`config.mk`:
```
export PLATFORM = sky130hd
export DESIGN_NAME = uart_hex_monitor
export DESIGN_NICKNAME = d
export VERILOG_FILES = /design/src/rtl/uart_hex_monitor_pkg.sv /design/src/rtl/uart_hex_monitor_digit_pair.sv /design/src/rtl/uart_hex_monitor.sv
export SDC_FILE = /design/constraint.sdc
export NUM_CORES = 1
export LEC_CHECK = 0
export ABC_CLOCK_PERIOD_IN_PS = 1900
export CAP_MARGIN = 20
export CORE_MARGIN = 2
export CORE_UTILIZATION = 35
export CTS_CLUSTER_SIZE = 28
export DETAILED_ROUTE_END_ITERATION = 8
export GPL_TIMING_DRIVEN = 1
export PLACE_DENSITY = 0.62
export SYNTH_ARGS = -nofsm -noshare
export SYNTH_HDL_FRONTEND = slang
export SYNTH_SLANG_ARGS = --single-unit
export TNS_END_PERCENT = 50
```
`constraint.sdc`:
```
create_clock -name clk -period 1.9 [get_ports clk]
set_input_delay 0.38 -clock clk [delete_from_list [all_inputs] [get_ports clk]]
set_output_delay 0.38 -clock clk [all_outputs]
set_load 0.02 [all_outputs]
```
`src/rtl/uart_hex_monitor_pkg.sv`:
```
// Shared types, constants and the 7-segment font for the UART hex monitor.
package uart_hex_monitor_pkg;

  typedef enum logic [2:0] {
    IDLE,
    START,
    DATA,
    PARITY,
    STOP,
    BREAK
  } state_e;

  localparam int         OVS_HALF  = 8;
  localparam logic [6:0] SEG_BLANK = 7'h7f;

  // Active-low segments, bit0 = a .. bit6 = g.
  function automatic logic [6:0] seg7_hex(input logic [3:0] nibble);
    logic [6:0] seg;
    case (nibble)
      4'h0:    seg = 7'h40;
      4'h1:    seg = 7'h79;
      4'h2:    seg = 7'h24;
      4'h3:    seg = 7'h30;
      4'h4:    seg = 7'h19;
      4'h5:    seg = 7'h12;
      4'h6:    seg = 7'h02;
      4'h7:    seg = 7'h78;
      4'h8:    seg = 7'h00;
      4'h9:    seg = 7'h10;
      4'ha:    seg = 7'h08;
      4'hb:    seg = 7'h03;
      4'hc:    seg = 7'h46;
      4'hd:    seg = 7'h21;
      4'he:    seg = 7'h06;
      default: seg = 7'h0e;
    endcase
    return seg;
  endfunction

endpackage

```
`src/rtl/uart_hex_monitor_digit_pair.sv`:
```
// Registered two-digit hex display driver for one received byte slot.
module hex_digit_pair
  import uart_hex_monitor_pkg::*;
(
  input  logic       clk,
  input  logic       reset_n,
  input  logic [7:0] data_i,
  input  logic       valid_i,
  output logic [6:0] seg_hi_o,
  output logic [6:0] seg_lo_o
);

  logic [6:0] seg_hi_d, seg_hi_q;
  logic [6:0] seg_lo_d, seg_lo_q;

  always_comb begin
    seg_hi_d = valid_i ? seg7_hex(data_i[7:4]) : SEG_BLANK;
    seg_lo_d = valid_i ? seg7_hex(data_i[3:0]) : SEG_BLANK;
  end

  always_ff @(posedge clk or negedge reset_n) begin
    if (!reset_n) begin
      seg_hi_q <= SEG_BLANK;
      seg_lo_q <= SEG_BLANK;
    end else begin
      seg_hi_q <= seg_hi_d;
      seg_lo_q <= seg_lo_d;
    end
  end

  assign seg_hi_o = seg_hi_q;
  assign seg_lo_o = seg_lo_q;

endmodule

```
`src/rtl/uart_hex_monitor.sv`:
```
// 8N1 UART receiver showing the last four bytes on HEX7..HEX0.
// Define UART_HEX_MONITOR_PARITY_EN to receive 8E1 frames instead.
module uart_hex_monitor
  import uart_hex_monitor_pkg::*;
#(
  parameter int CLK_MHZ  = 50,
  parameter int BAUD     = 115200,
  parameter int OVS      = 16,
  parameter int TICK_DIV = (CLK_MHZ * 1000000 + BAUD * OVS / 2) / (BAUD * OVS)
) (
  input  logic       clk,
  input  logic       reset_n,
  input  logic       uart_rx,
  output logic       rx_valid,
  output logic [7:0] rx_data,
  output logic       frame_err,
  output logic       rx_active,
  output logic [7:0] byte_cnt,
  output logic [6:0] hex0,
  output logic [6:0] hex1,
  output logic [6:0] hex2,
  output logic [6:0] hex3,
  output logic [6:0] hex4,
  output logic [6:0] hex5,
  output logic [6:0] hex6,
  output logic [6:0] hex7
);

  localparam int TW = (TICK_DIV > 1) ? $clog2(TICK_DIV) : 1;

  logic          sync1_q, sync2_q, prev_q;
  logic [TW-1:0] tick_cnt_d, tick_cnt_q;
  logic [3:0]    os_cnt_d, os_cnt_q;
  logic [2:0]    bit_idx_d, bit_idx_q;
  logic [7:0]    shift_d, shift_q;
  state_e        state_d, state_q;
  logic          rx_valid_d, rx_valid_q;
  logic [7:0]    rx_data_d, rx_data_q;
  logic          frame_err_d, frame_err_q;
  logic [7:0]    byte_cnt_d, byte_cnt_q;
  logic [3:0][7:0] slot_d, slot_q;
  logic [3:0]    slot_vld_d, slot_vld_q;
  logic          tick, os_full, os_half, frame_ok;
`ifdef UART_HEX_MONITOR_PARITY_EN
  logic          parity_bad_d, parity_bad_q;
`endif

  assign tick    = (tick_cnt_q == TW'(TICK_DIV - 1));
  assign os_full = tick && (os_cnt_q == 4'(OVS - 1));
  assign os_half = tick && (os_cnt_q == 4'(OVS_HALF - 1));

  // A good frame needs a high stop bit and, when enabled, a matching parity bit.
`ifdef UART_HEX_MONITOR_PARITY_EN
  assign frame_ok = sync2_q && !parity_bad_q;
`else
  assign frame_ok = sync2_q;
`endif

  always_comb begin
    state_d     = state_q;
    tick_cnt_d  = tick ? '0 : tick_cnt_q + TW'(1);
    os_cnt_d    = os_cnt_q;
    bit_idx_d   = bit_idx_q;
    shift_d     = shift_q;
    rx_valid_d  = 1'b0;
    rx_data_d   = rx_data_q;
    frame_err_d = frame_err_q;
    byte_cnt_d  = byte_cnt_q;
    slot_d      = slot_q;
    slot_vld_d  = slot_vld_q;
`ifdef UART_HEX_MONITOR_PARITY_EN
    parity_bad_d = parity_bad_q;
`endif
    if (tick) os_cnt_d = os_cnt_q + 4'd1;

    case (state_q)
      IDLE: begin
        if (prev_q && !sync2_q) begin
          os_cnt_d = '0;
          state_d  = START;
        end
      end
      START: begin
        if (os_half) begin
          os_cnt_d  = '0;
          bit_idx_d = '0;
          state_d   = sync2_q ? IDLE : DATA;
        end
      end
      DATA: begin
        if (os_full) begin
          os_cnt_d  = '0;
          shift_d   = {sync2_q, shift_q[7:1]};
          bit_idx_d = bit_idx_q + 3'd1;
          if (bit_idx_q == 3'd7) begin
`ifdef UART_HEX_MONITOR_PARITY_EN
            state_d = PARITY;
`else
            state_d = STOP;
`endif
          end
        end
      end
`ifdef UART_HEX_MONITOR_PARITY_EN
      PARITY: begin
        if (os_full) begin
          os_cnt_d     = '0;
          parity_bad_d = (sync2_q != ^shift_q);
          if (sync2_q != ^shift_q) frame_err_d = 1'b1;
          state_d = STOP;
        end
      end
`endif
      STOP: begin
        if (os_full) begin
          os_cnt_d = '0;
          if (!sync2_q) begin
            frame_err_d = 1'b1;
            state_d     = BREAK;
          end else begin
            state_d = IDLE;
            if (frame_ok) begin
              rx_valid_d = 1'b1;
              rx_data_d  = shift_q;
              byte_cnt_d = byte_cnt_q + 8'd1;
              slot_d     = {slot_q[2:0], shift_q};
              slot_vld_d = {slot_vld_q[2:0], 1'b1};
            end
          end
        end
      end
      BREAK: begin
        // Hold here through a long low line so a break never decodes as data.
        if (sync2_q) state_d = IDLE;
      end
      default: state_d = IDLE;
    endcase
  end

  always_ff @(posedge clk or negedge reset_n) begin
    if (!reset_n) begin
      sync1_q     <= 1'b1;
      sync2_q     <= 1'b1;
      prev_q      <= 1'b1;
      tick_cnt_q  <= '0;
      os_cnt_q    <= '0;
      bit_idx_q   <= '0;
      shift_q     <= '0;
      state_q     <= IDLE;
      rx_valid_q  <= 1'b0;
      rx_data_q   <= '0;
      frame_err_q <= 1'b0;
      byte_cnt_q  <= '0;
      slot_q      <= '0;
      slot_vld_q  <= '0;
    end else begin
      sync1_q     <= uart_rx;
      sync2_q     <= sync1_q;
      prev_q      <= sync2_q;
      tick_cnt_q  <= tick_cnt_d;
      os_cnt_q    <= os_cnt_d;
      bit_idx_q   <= bit_idx_d;
      shift_q     <= shift_d;
      state_q     <= state_d;
      rx_valid_q  <= rx_valid_d;
      rx_data_q   <= rx_data_d;
      frame_err_q <= frame_err_d;
      byte_cnt_q  <= byte_cnt_d;
      slot_q      <= slot_d;
      slot_vld_q  <= slot_vld_d;
    end
  end

`ifdef UART_HEX_MONITOR_PARITY_EN
  always_ff @(posedge clk or negedge reset_n) begin
    if (!reset_n) parity_bad_q <= 1'b0;
    else          parity_bad_q <= parity_bad_d;
  end
`endif

  logic [3:0][6:0] seg_hi, seg_lo;

  for (genvar gi = 0; gi < 4; gi++) begin : g_digit
    hex_digit_pair u_pair (
      .clk      (clk),
      .reset_n  (reset_n),
      .data_i   (slot_q[gi]),
      .valid_i  (slot_vld_q[gi]),
      .seg_hi_o (seg_hi[gi]),
      .seg_lo_o (seg_lo[gi])
    );
  end

  assign hex0 = seg_lo[0];
  assign hex1 = seg_hi[0];
  assign hex2 = seg_lo[1];
  assign hex3 = seg_hi[1];
  assign hex4 = seg_lo[2];
  assign hex5 = seg_hi[2];
  assign hex6 = seg_lo[3];
  assign hex7 = seg_hi[3];

  assign rx_valid  = rx_valid_q;
  assign rx_data   = rx_data_q;
  assign frame_err = frame_err_q;
  assign rx_active = (state_q != IDLE);
  assign byte_cnt  = byte_cnt_q;

endmodule

```
==> summary.md <==
| Metric | Value |
|---|---|
| GR Util met2 | 0.230 |
| Gate power share | 0.049 |
| Max-capacitance violation count | 0 |
| Total Routing Usage GR | 0.143 |
| Vias after detailed routing | 4701 |
| Slew HR | 0.651 |
| Synth Net Count | 666 |
| First-pass GRT wire length | 22.8 mm |
| Sw Share | 0.207 |
| Gpl congestion | 0.838 |
| Crit path arrival time | 1.46 ns |
| Crit-path slowest cell | clkdlybuf4s50_1 |
| Drt pass-1 iters | 5 |
| Crit path max fanout | 5 |
| Syn Std Cell Area | 6530 sq um |
| CTS clk-pin slew, worst paths | 0.06 ns |
| Setup violations, final | 0 |
| DRC | 0 |
| Synth Instances | 608 |
| Die Height | 141 um |
| RSZ-0062 raised after global routing | no |
| Core Util, Final | 0.453 |
| EDFF count, synth | 0 |
| Final min period | 1.84 ns |
| HP Class | register to register |
| # diodes | 0 |
| GRT met3 Usage | 0.0452 |
| Detailed placer's ending HPWL | 9.39 mm |
| Vias in the first global route | 4654 |
| CP endpoint kind | primary output |
| Bufs on Longest Clock Path | 2 |
| Filler cells | 1667 |
| CP Data Required Time | 1.52 ns |
| Synth area leader | dfrtp_1 |
| Max incr delay on CP | 0.63 ns |
| Post-synthesis sequential area ratio | 0.502 |
| Syn-to-layout area delta | 25.9% |
| Family with the most delay on the worst path | buffers and inverters |
| Most frequent cells after synthesis | dfrtp_1, nand2_1, dfstp_2 |
| CP bufs+invs | 1 |
| Power density over the cells | 801 nW/um^2 |
| Clock power frac | 0.527 |
| Layout Skew | 0.00627 ns |
| Initial antenna violation count | 0 |
| Inserted Clock Buffers | 17 |
| Kind of critical path | register to primary output |
| Clk_lat worst skew | 0.42 ns |
| DRT antenna net count | 0 |
| WL per Instance | 14.5 um |
| Slew @ Worst Pin | 0.524 ns |
| Port bufs | 77 |
| Congestion Overflow GR | 0 |
| GR Layer Usage met1 | 0.180 |
| FF+latch count, synth | 128 |
| Final Hold Vio Count | 0 |
| I/O Pins | 78 |
| Status | finished, final reports clean |
| Switching power | 0.00136 W |
| FFs w/ async S/R, synth | 1.00 |
| Die Footprint | 19800 sq um |
| Internal power | 0.00523 W |
| Max Slew Vio Count | 0 |
| Peak Freq | 544 MHz |
| Gr busiest metal | met2 |
| CTS Sinks | 128 |
| Most frequent cell after synthesis | dfrtp_1 |
| Syn Area/Cell | 10.7 sq um |
| Die W | 141 um |
| CTS H-Tree Depth | 4 |
| Top FF cell, synth | dfrtp_1 |
| Tcrit/Tclk final | 0.968 |
| Initial core utilization | 0.360 |
| Cell variety after synth | 47 |
| Initial DRC count | 364 |
| Largest net degree at the start of global routing | 69 |
| Sequential cell fraction of total power | 0.424 |
| Routed vias/inst | 5.03 |
| Max VDD drop | 673 uV |
| Fin cells | 934 |
| Layout cells sized above 1 | 0.200 |
| Yosys warnings | 0 |
| # rows | 49 |
| Dominant cells by area after synthesis | dfrtp_1, dfstp_2, ha_1 |
| Layout Nets | 750 |
| Inst Count DP | 899 |
| Clock root buffer | clkbuf_16 |
| Total wire length | 13.6 mm |
| Core area | 18100 sq um |
| CP startpoint kind | register |
| Yosys top cell area share | 0.264 |
| Crit-path cells | clkdlybuf4s50_1 |
| Leak | 3.32 nW |
| CTS tree | done |
state kept, by name, summed over array words and instances, names as in the netlist, 3 cells and up:
| register | flops |
|---|---|
| byte_cnt | 8 |
| g_digit.u_pair.seg_hi_o | 28 |
| state_q | 3 |
| os_cnt_q | 4 |
| g_digit.u_pair.seg_lo_o | 28 |
| shift_q | 8 |
| slot_q | 32 |
| tick_cnt_q | 5 |
| slot_vld_q | 4 |
| bit_idx_q | 3 |
repair_timing:
item	CTS	global route
pin swaps	0	1
hold endpoints to repair	6	0
gates resized for setup	63	4
endpoints found under the setup margin	62	19
hold buffers	1	0
buffers inserted	0	1
cloned	0	1
layout make-up:
class	instances	area, sq um	share of cell area
multi-input combinational	420	3020	0.367
tap	229	287	0.0348
inverter	28	105	0.0128
sequential	128	3280	0.398
timing repair buffer	97	900	0.109
clock inverter	10	156	0.0190
clock buffer	22	484	0.0589
layer usage:
layer	vias to the layer above	wire length, um	part of all wire
met2	106	6520	0.48
met5	-	0	0
li1	2300	-	-
met1	2279	6160	0.45
met4	0	239	0.018
met3	16	670	0.049
cell usage in the layout (no fill, tap or decap), types with 7 or more instances in the layout:
master and count:
a21oi_1 8, nand2b_1 15, inv_1 28, nor2b_1 16, nor2_1 33, o211ai_1 28, dlygate4sd2_1 61, clkbuf_16 18
clkdlybuf4s50_1 12, mux2i_1 14, buf_4 16, o311ai_0 18, a21boi_0 11, xnor2_1 8, nand3b_1 7, dfstp_2 59
nand2_1 68, dfrtp_1 69, o21ai_0 56, ha_1 55, nand3_1 16, mux2_2 22
power by group through the flow:
stage / registers [W] / clock network (W) / logic, W
2_1_floorplan: 0.00282 / 0 / 0.000193
3_3_place_gp: 0.00283 / 0 / 0.000327
3_5_place_dp: 0.00283 / 0 / 0.000330
4_1_cts: 0.00279 / 0.00356 / 0.000335
5_1_grt: 0.00279 / 0.00371 / 0.000363
6_report: 0.00279 / 0.00347 / 0.000322
logic make-up (layout without fill, tap and decap cells):
family	Yosys count	after routing	synth area share
compound gates	139	139	0.142
xor+xnor	13	13	0.0174
fa+ha+maj	56	56	0.107
buf+inv	60	157	0.0375
flops	128	128	0.502
mux	36	36	0.0594
simple gates	176	176	0.136
path summary, 6_finish.rpt:
check | startpoint | end | slack, ns | depth (start not counted)
max | byte_cnt[2] | byte_cnt[2] | 0.06 | 1
min | sync1_q | frame_ok | 0.35 | 0
max reg2reg | state_q[1] | slot_vld_q[1] | 0.13 | 5
min reg2reg | sync1_q | frame_ok | 0.35 | 0
max in group asynchronous | reset_n | prev_q | 0.95 | 3
min in group asynchronous | reset_n | g_digit[2].u_pair.seg_hi_o[2] | 0.53 | 2
metrics by stage:
stage	TNS (ns)	setup slack (ns)	hold slack, ns	instance area, sq um	power [W]
finish	0	0.0609	0.354	8220	0.00659
floorplan	0	0.178	0.0844	6530	0.00301
CTS	-0.00486	-0.00486	0.351	8190	0.00669
global placement	0	0.101	0.346	7610	0.00316
detailed placement	0	0.0416	0.347	7610	0.00316
global route	0	0.00695	0.357	8220	0.00686
(Power assumes the default switching activity.)
